==> src/rtl/alu_serial_sequencer.sv <==
// Bit-serial ALU sequencer: one 1-bit slice, LSB first, carry held in a flop.
// Optional ALU_SEQ_OVERFLOW_EN adds an Overflow port and a signed-correct SLT.
module alu_serial_sequencer #(
  parameter int WIDTH = 24
) (
  input  logic             Clock,
  input  logic             ResetN,
  input  logic             Start,
  input  logic [WIDTH-1:0] A,
  input  logic [WIDTH-1:0] B,
  input  logic [2:0]       Op,
  input  logic             AInvert,
  input  logic             BInvert,
  input  logic             CIN,
  output logic             Busy,
  output logic             Done,
  output logic [WIDTH-1:0] Result,
  output logic             CarryOut,
`ifdef ALU_SEQ_OVERFLOW_EN
  output logic             Overflow,
`endif
  output logic             Zero
);

  localparam int CW = (WIDTH > 2) ? $clog2(WIDTH) : 1;

  localparam logic [2:0] OP_AND = 3'b000;
  localparam logic [2:0] OP_OR  = 3'b001;
  localparam logic [2:0] OP_ADD = 3'b010;
  localparam logic [2:0] OP_SLT = 3'b011;
  localparam logic [2:0] OP_XOR = 3'b100;

  typedef enum logic [1:0] {
    IDLE,
    RUN,
    FINISH
  } state_t;

  state_t           state;
  logic [WIDTH-1:0] a_q;
  logic [WIDTH-1:0] b_q;
  logic [2:0]       op_q;
  logic             ainv_q;
  logic             binv_q;
  logic [CW-1:0]    cnt;
  logic             carry;

  logic abit;
  logic bbit;
  logic sum;
  logic cnext;
  logic slice;
  logic last;
  logic set;

  assign abit  = a_q[cnt] ^ ainv_q;
  assign bbit  = b_q[cnt] ^ binv_q;
  assign sum   = abit ^ bbit ^ carry;
  assign cnext = (abit & bbit) | (abit & carry) | (bbit & carry);
  assign last  = (cnt == CW'(WIDTH - 1));

`ifdef ALU_SEQ_OVERFLOW_EN
  logic ovf_bit;
  assign ovf_bit = carry ^ cnext;
  assign set     = sum ^ ovf_bit;
`else
  assign set     = sum;
`endif

  always_comb begin
    slice = 1'b0;
    unique case (op_q)
      OP_AND:  slice = abit & bbit;
      OP_OR:   slice = abit | bbit;
      OP_ADD:  slice = sum;
      OP_SLT:  slice = 1'b0;
      OP_XOR:  slice = abit ^ bbit;
      default: slice = 1'b0;
    endcase
  end

  assign Zero = ~|Result;

  always_ff @(posedge Clock or negedge ResetN) begin
    if (!ResetN) begin
      state    <= IDLE;
      Busy     <= 1'b0;
      Done     <= 1'b0;
      Result   <= '0;
      CarryOut <= 1'b0;
      cnt      <= '0;
      carry    <= 1'b0;
      a_q      <= '0;
      b_q      <= '0;
      op_q     <= OP_AND;
      ainv_q   <= 1'b0;
      binv_q   <= 1'b0;
`ifdef ALU_SEQ_OVERFLOW_EN
      Overflow <= 1'b0;
`endif
    end else begin
      unique case (state)
        IDLE: begin
          Done <= 1'b0;
          if (Start) begin
            a_q    <= A;
            b_q    <= B;
            op_q   <= Op;
            ainv_q <= AInvert;
            binv_q <= BInvert;
            carry  <= CIN;
            cnt    <= '0;
            Result <= '0;
            Busy   <= 1'b1;
            state  <= RUN;
`ifdef ALU_SEQ_OVERFLOW_EN
            Overflow <= 1'b0;
`endif
          end
        end
        RUN: begin
          carry <= cnext;
          cnt   <= cnt + 1'b1;
          // SLT bits are all zero in RUN; bit 0 gets the set flag at the end
          if (last && op_q == OP_SLT) begin
            Result[0] <= set;
          end else begin
            Result[cnt] <= slice;
          end
          if (last) begin
            CarryOut <= cnext;
            Done     <= 1'b1;
            state    <= FINISH;
`ifdef ALU_SEQ_OVERFLOW_EN
            Overflow <= ovf_bit;
`endif
          end
        end
        FINISH: begin
          Done  <= 1'b0;
          Busy  <= 1'b0;
          state <= IDLE;
        end
        default: begin
          state <= IDLE;
          Busy  <= 1'b0;
          Done  <= 1'b0;
        end
      endcase
    end
  end

endmodule
==> config.mk <==
export PLATFORM = sky130hd
export DESIGN_NAME = alu_serial_sequencer
export DESIGN_NICKNAME = d
export VERILOG_FILES = /design/src/rtl/alu_serial_sequencer.sv
export SDC_FILE = /design/constraint.sdc
export NUM_CORES = 1
export LEC_CHECK = 0
export CORE_UTILIZATION = 54
export CTS_BUF_LIST = sky130_fd_sc_hd__clkbuf_8
export DETAILED_ROUTE_END_ITERATION = 12
export PLACE_DENSITY = 0.83
export SLEW_MARGIN = 30
export SYNTH_ARGS = -nofsm -noshare
export SYNTH_HDL_FRONTEND = slang
export SYNTH_SLANG_ARGS = --single-unit
==> constraint.sdc <==
create_clock -name Clock -period 4.49 [get_ports Clock]
set_clock_uncertainty 0.05 [all_clocks]
set_input_delay 0.449 -clock Clock [delete_from_list [all_inputs] [get_ports Clock]]
set_output_delay 0.449 -clock Clock [all_outputs]
set_load 0.05 [all_outputs]
* Yosys cells after proc, flatten, opt, wreduce, memory -nomap -nowiden
Index checks and enable logic that the tools add are counted. W data, S select, Z words.
Word-level totals: bits in registers 88, output and inout bits 28, bits of input ports 57, word-level logic and storage cells 72
Cells by class: equal/unequal tests 9, reduce and logical (&&, ||, !) cells 13, add/subtract/negate cells 1, bitwise gates (word level) 11, muxes and demuxes 23, order comparisons 2
Operators with widths (count):
- $pmux W24 S2 | 1
- $bwmux W24 | 1
- $mux W24 | 1
- $reduce_or A24 Y1 | 1
- $mux W23 | 1
- $bmux W1 S5 | 2
- $pmux W5 S2 | 1
- $reduce_and A2 Y1 | 5
- $mux W1 | 8
- $eq A3 B2 Y1 const B | 2
- $lt A5 B6 Y1 const B | 1
- $ne A2 B2 Y1 const B | 3
- $add A5 B1 Y5 const B | 1
- $demux W1 S5 | 1
- $eq A5 B5 Y1 const B | 1
- $ge A5 B1 Y1 const B | 1
- $mux W5 | 1
- $mux W2 | 2
- $pmux W1 S2 | 2
- $pmux W1 S4 | 1
- $pmux W2 S2 | 1
- $xor A1 B1 Y1 | 4
- $and A1 B1 Y1 | 3
- $eq A3 B1 Y1 const B | 1
- other kinds (10) | 13

* Longest topological paths before layout
depth in word-level cells 9, mapped depth 12, mapped depth without buffers 9

* Least setup slack after synthesis
Ideal clock, no wire load.
path kind register to register, start point register cnt[0], end point register Result[5], stages on the path, launching flop included 12, path buffers 2, arrival time 3.231 ns, slack 1.144 ns, library setup time 0.065 ns, required time 4.375 ns, clock period less this slack 3.346 ns, path through dfrtp_1 buf_4 mux4_2 a22oi_1 o2111a_1 xor2_1 fa_1 or3b_1 o32ai_1 and3_1 buf_2 a31o_2
Between the ends: longest elaborated chain between the ends 9, elaborated cells between the ends (all ways) 23, classes of those cells 2 x order compare; 2 x eq/ne; 10 x mux; 6 x bitwise; 3 x reduce/logical
RTL lines:
- from (decl) | line 45 | logic [CW-1:0] cnt;
- from (signal assigned) | line 123 | cnt <= cnt + 1'b1;
- $bmux W1 S5, on equally long branches | line 56, 57
- $mux W1, on equally long branches | line 56, 57
- $xor A1 B1 Y1, on equally long branches | line 56, 57
- $xor A1 B1 Y1 | line 58, 77
- $xor A1 B1 Y1 | line 58 | assign sum = abit ^ bbit ^ carry;
- $pmux W1 S4 | line 72 | unique case (op_q)
- $bwmux W24 | line 128 | Result[cnt] <= slice;
- $mux W23 | line 125 | if (last && op_q == OP_SLT) begin
- $pmux W24 S2 | line 102 | unique case (state)
- to (signal, indexed assignment) | line 128
- to (decl) | line 17 | output logic [WIDTH-1:0] Result,
Several ways; a longest one is shown, not always the timed one. The select of a mux whose other input is x is not followed. A chain may end at the register's enable or synchronous reset.

* Worst setup path after layout
start point register cnt[1], end point register Result[0]
Between the ends: longest elaborated chain between the ends 9, elaborated cells between the ends (all ways) 21, classes of those cells 2 x order compare; 1 x eq/ne; 10 x mux; 6 x bitwise; 2 x reduce/logical
RTL lines:
- $bmux W1 S5, on equally long branches | line 56, 57
- $mux W1, on equally long branches | line 56, 57
- $xor A1 B1 Y1, on equally long branches | line 56, 57
- $xor A1 B1 Y1 | line 58, 77
- $xor A1 B1 Y1 | line 58
- $pmux W1 S4 | line 72
- $bwmux W24 | line 128
- $mux W1 (*) | line 125
- $pmux W24 S2 (*) | line 102
- to (signal assigned) | line 126 | Result[0] <= set;
- to (signal, indexed assignment) | line 128
Every way passes the cells marked *; elsewhere a longest branch is shown, timed or not. The select of a mux whose other input is x is not followed.

==> results.toml <==
[placed_design]
io_buffer_count = 84
gp_congestion = 0.800
dpl.hpwl_mm = 6.70

[clock_network]
post_cts_buffers = 0
htree_levels = 3
cts.sinks = 88
cts_resized = 0
cts_tree = "built"
clk_latency_ns = 0.36
cts_made_buffers = 9
clkTransAtPathRegs_ns = 0.09
clk_path_buf_depth = 2
postCtsHoldBufs = 0
cts-root-buf = "clkbuf_8"

[detailed_routing]
wl_mm = 9.54
ant_nets = 0
wl_per_cell_um = 14.8
dr.pass1.iters = 5
drc = 0
vias_per_cell = 5.65
vias = 3648
drtIter0Drc = 201

[die]
core_sq_um = 7850
start_util_pct = 56.7
ios = 85
die_h_um = 92.8
dieArea_sq_um = 8610
rows = 32
die_w_um = 92.8

[critical_path]
worstSetupPathType = "reg -> reg"
worstPathArrival_ns = 4.28
start_kind = "register"
r2r_cells = 10
end_kind = "register"
cp_max_fo = 16
required_ns = 4.70

[pwr]
leakage_uw = 0.00263
fin_total_pwr_uw = 4210
ir_worst_vdd_mv = 0.309
p_per_area_nw_per_um2 = 756

[flow_run]
cap_violations = 0

[yosys]
synth_edf_count = 0
syn_inst = 471
synth_area_leaders = "dfrtp_1 (49%), nand2_1 (15%), mux2i_1 (4.0%)"
syn_avg_cell_area_sq_um = 9.45
synth_top_area_share_pct = 49.5
synth_cell_types = 58
synthFlopType = "dfrtp_1"
yosysWarnings = 0
ys_ff_latch = 88
ys_seq_area_share_pct = 49.5
async_flop_share_pct = 100
syn-cell-area_sq_um = 4450
syn_nets = 535
synth_largest_area_cell = "dfrtp_1"

[final_layout]
nFillCells = 604
nets = 604
drive_gt1_share_pct = 9.38
areaGrowthSynthToFinish_pct = 25.0
n_antenna_cell = 0

[sta]
timing.fmax_ghz = 0.246
finalCritPeriodShare_pct = 90.5
setup-violations-final = 0
rsz0062_at_grt = "false"
fin_crit_ns = 4.06
tightestPinTransition_ns = 0.789
fin_tns_setup_ns = 0
slew_headroom_pct = 47.3
hold_viol = 0
drv_slew = 0

[global_route]
grt_pass1_wl_mm = 16.8
overflow = 0
grt_start_max_net_pins = 89
antenna_found_initial = 0
grt_pass1_vias = 3585
grtUsageTotal_pct = 24.7

[hold_path]
worstHoldPathType = "in -> async"

[outcome]
run_status = "finished clean"
==> cells in the final DEF (no fill, tap or decap), drive strengths merged, types with 5 or more instances in the layout <==
master           n
nand2          177
dfrtp           88
clkdlybuf4s50   83
mux2i           18
inv             11
o211ai          11
o21ai           11
mux2            10
clkbuf          10
a21oi            9
buf              9
nor2             7
nor4             6
ha               6
mux4             5
o22ai            5
nor2b            5
==> synth_stat cells, types with 6 or more instances <==
| library cell | instances |
|---|---|
| mux2i_1 | 18 |
| inv_1 | 11 |
| dfrtp_1 | 88 |
| clkbuf_1 | 19 |
| mux2_2 | 10 |
| o21ai_0 | 11 |
| buf_2 | 7 |
| nor2_1 | 7 |
| a21oi_1 | 9 |
| nand2_1 | 177 |
| ha_1 | 6 |
| nor4_1 | 6 |
| o211ai_1 | 11 |
==> power breakdown <==
part | internal, uW | switching (uW)
Combinational | 867 | 1240
Sequential | 1140 | 299
Clock | 382 | 277
==> critical path, cell delays in order, from the launching register on <==
cell and delay [ns]:
dfrtp_1 0.59, buf_4 0.33, mux2i_1 0.22, o22ai_1 0.12, or4_4 0.54, o211ai_1 0.31
fa_1 0.47, or3b_1 0.40, o32ai_1 0.16, nand3_1 0.41, o221ai_1 0.36
==> layer usage <==
metal | global-route usage (%) | share of wire [%] | routed length [um] | vias up
li1 | - | - | - | 1749
met1 | 33.9 | 45 | 4270 | 1759
met2 | 39.4 | 48 | 4620 | 120
met3 | 3.04 | 4.5 | 428 | 20
met4 | 10.8 | 2.4 | 226 | 0
met5 | 0 | 0 | 0 | -
==> cell type report <==
class / instances / area, sq um / area share [%]
clock buffers: 10 / 138 / 2.47
multi-input cells: 338 / 2050 / 36.8
inverters: 11 / 41.3 / 0.742
well taps: 102 / 128 / 2.29
clock inverters: 5 / 105 / 1.89
repair buffers: 92 / 902 / 16.2
flip-flops and latches: 88 / 2200 / 39.6
==> path summary, 6_finish.rpt <==
kind,start,end,slack (ns)
max,cnt[1]$_DFFE_PN0P_,Result[0]$_DFFE_PN0P_,0.43
min,ResetN,Result[4]$_DFFE_PN0P_,0.09
max reg2reg,cnt[1]$_DFFE_PN0P_,Result[0]$_DFFE_PN0P_,0.43
min reg2reg,a_q[9]$_DFFE_PN0P_,a_q[9]$_DFFE_PN0P_,0.43
max in group asynchronous,ResetN,ainv_q$_DFFE_PN0P_,3.78
min in group Clock,a_q[9]$_DFFE_PN0P_,a_q[9]$_DFFE_PN0P_,0.43
==> flip-flops by register name, summed over array words and instances, names as in the netlist <==
register and cells:
Result 24, a_q 24, b_q 24, cnt 5, op_q 3, state 2
Busy 1, CarryOut 1, Done 1, ainv_q 1, binv_q 1, carry 1
==> cell families (layout without fill, tap and decap cells) <==
group | Yosys count | in the layout | share of synthesized area [%]
simple gates | 226 | 226 | 22.3
compound gates | 69 | 69 | 11.6
fa+ha+maj | 7 | 7 | 2.14
xor+xnor | 3 | 3 | 0.591
buf+inv | 45 | 118 | 4.75
flops | 88 | 88 | 49.5
mux | 33 | 33 | 9.11
==> per-stage QoR <==
step | utilization [%] | std cells | area [sq um] | setup slack [ns] | hold slack, ns
3_5_place_dp | 67.8 | 631 | 5320 | 0.462 | 0.412
2_1_floorplan | - | 471 | 4450 | 1.14 | 0.103
4_1_cts | 70.9 | 646 | 5560 | 0.436 | 0.128
5_1_grt | 70.9 | 646 | 5560 | 0.141 | 0.160
6_report | 70.9 | 646 | 5560 | 0.425 | 0.0894
3_3_place_gp | 67.7 | 631 | 5310 | 0.684 | 0.406
(Power assumes the default switching activity.)
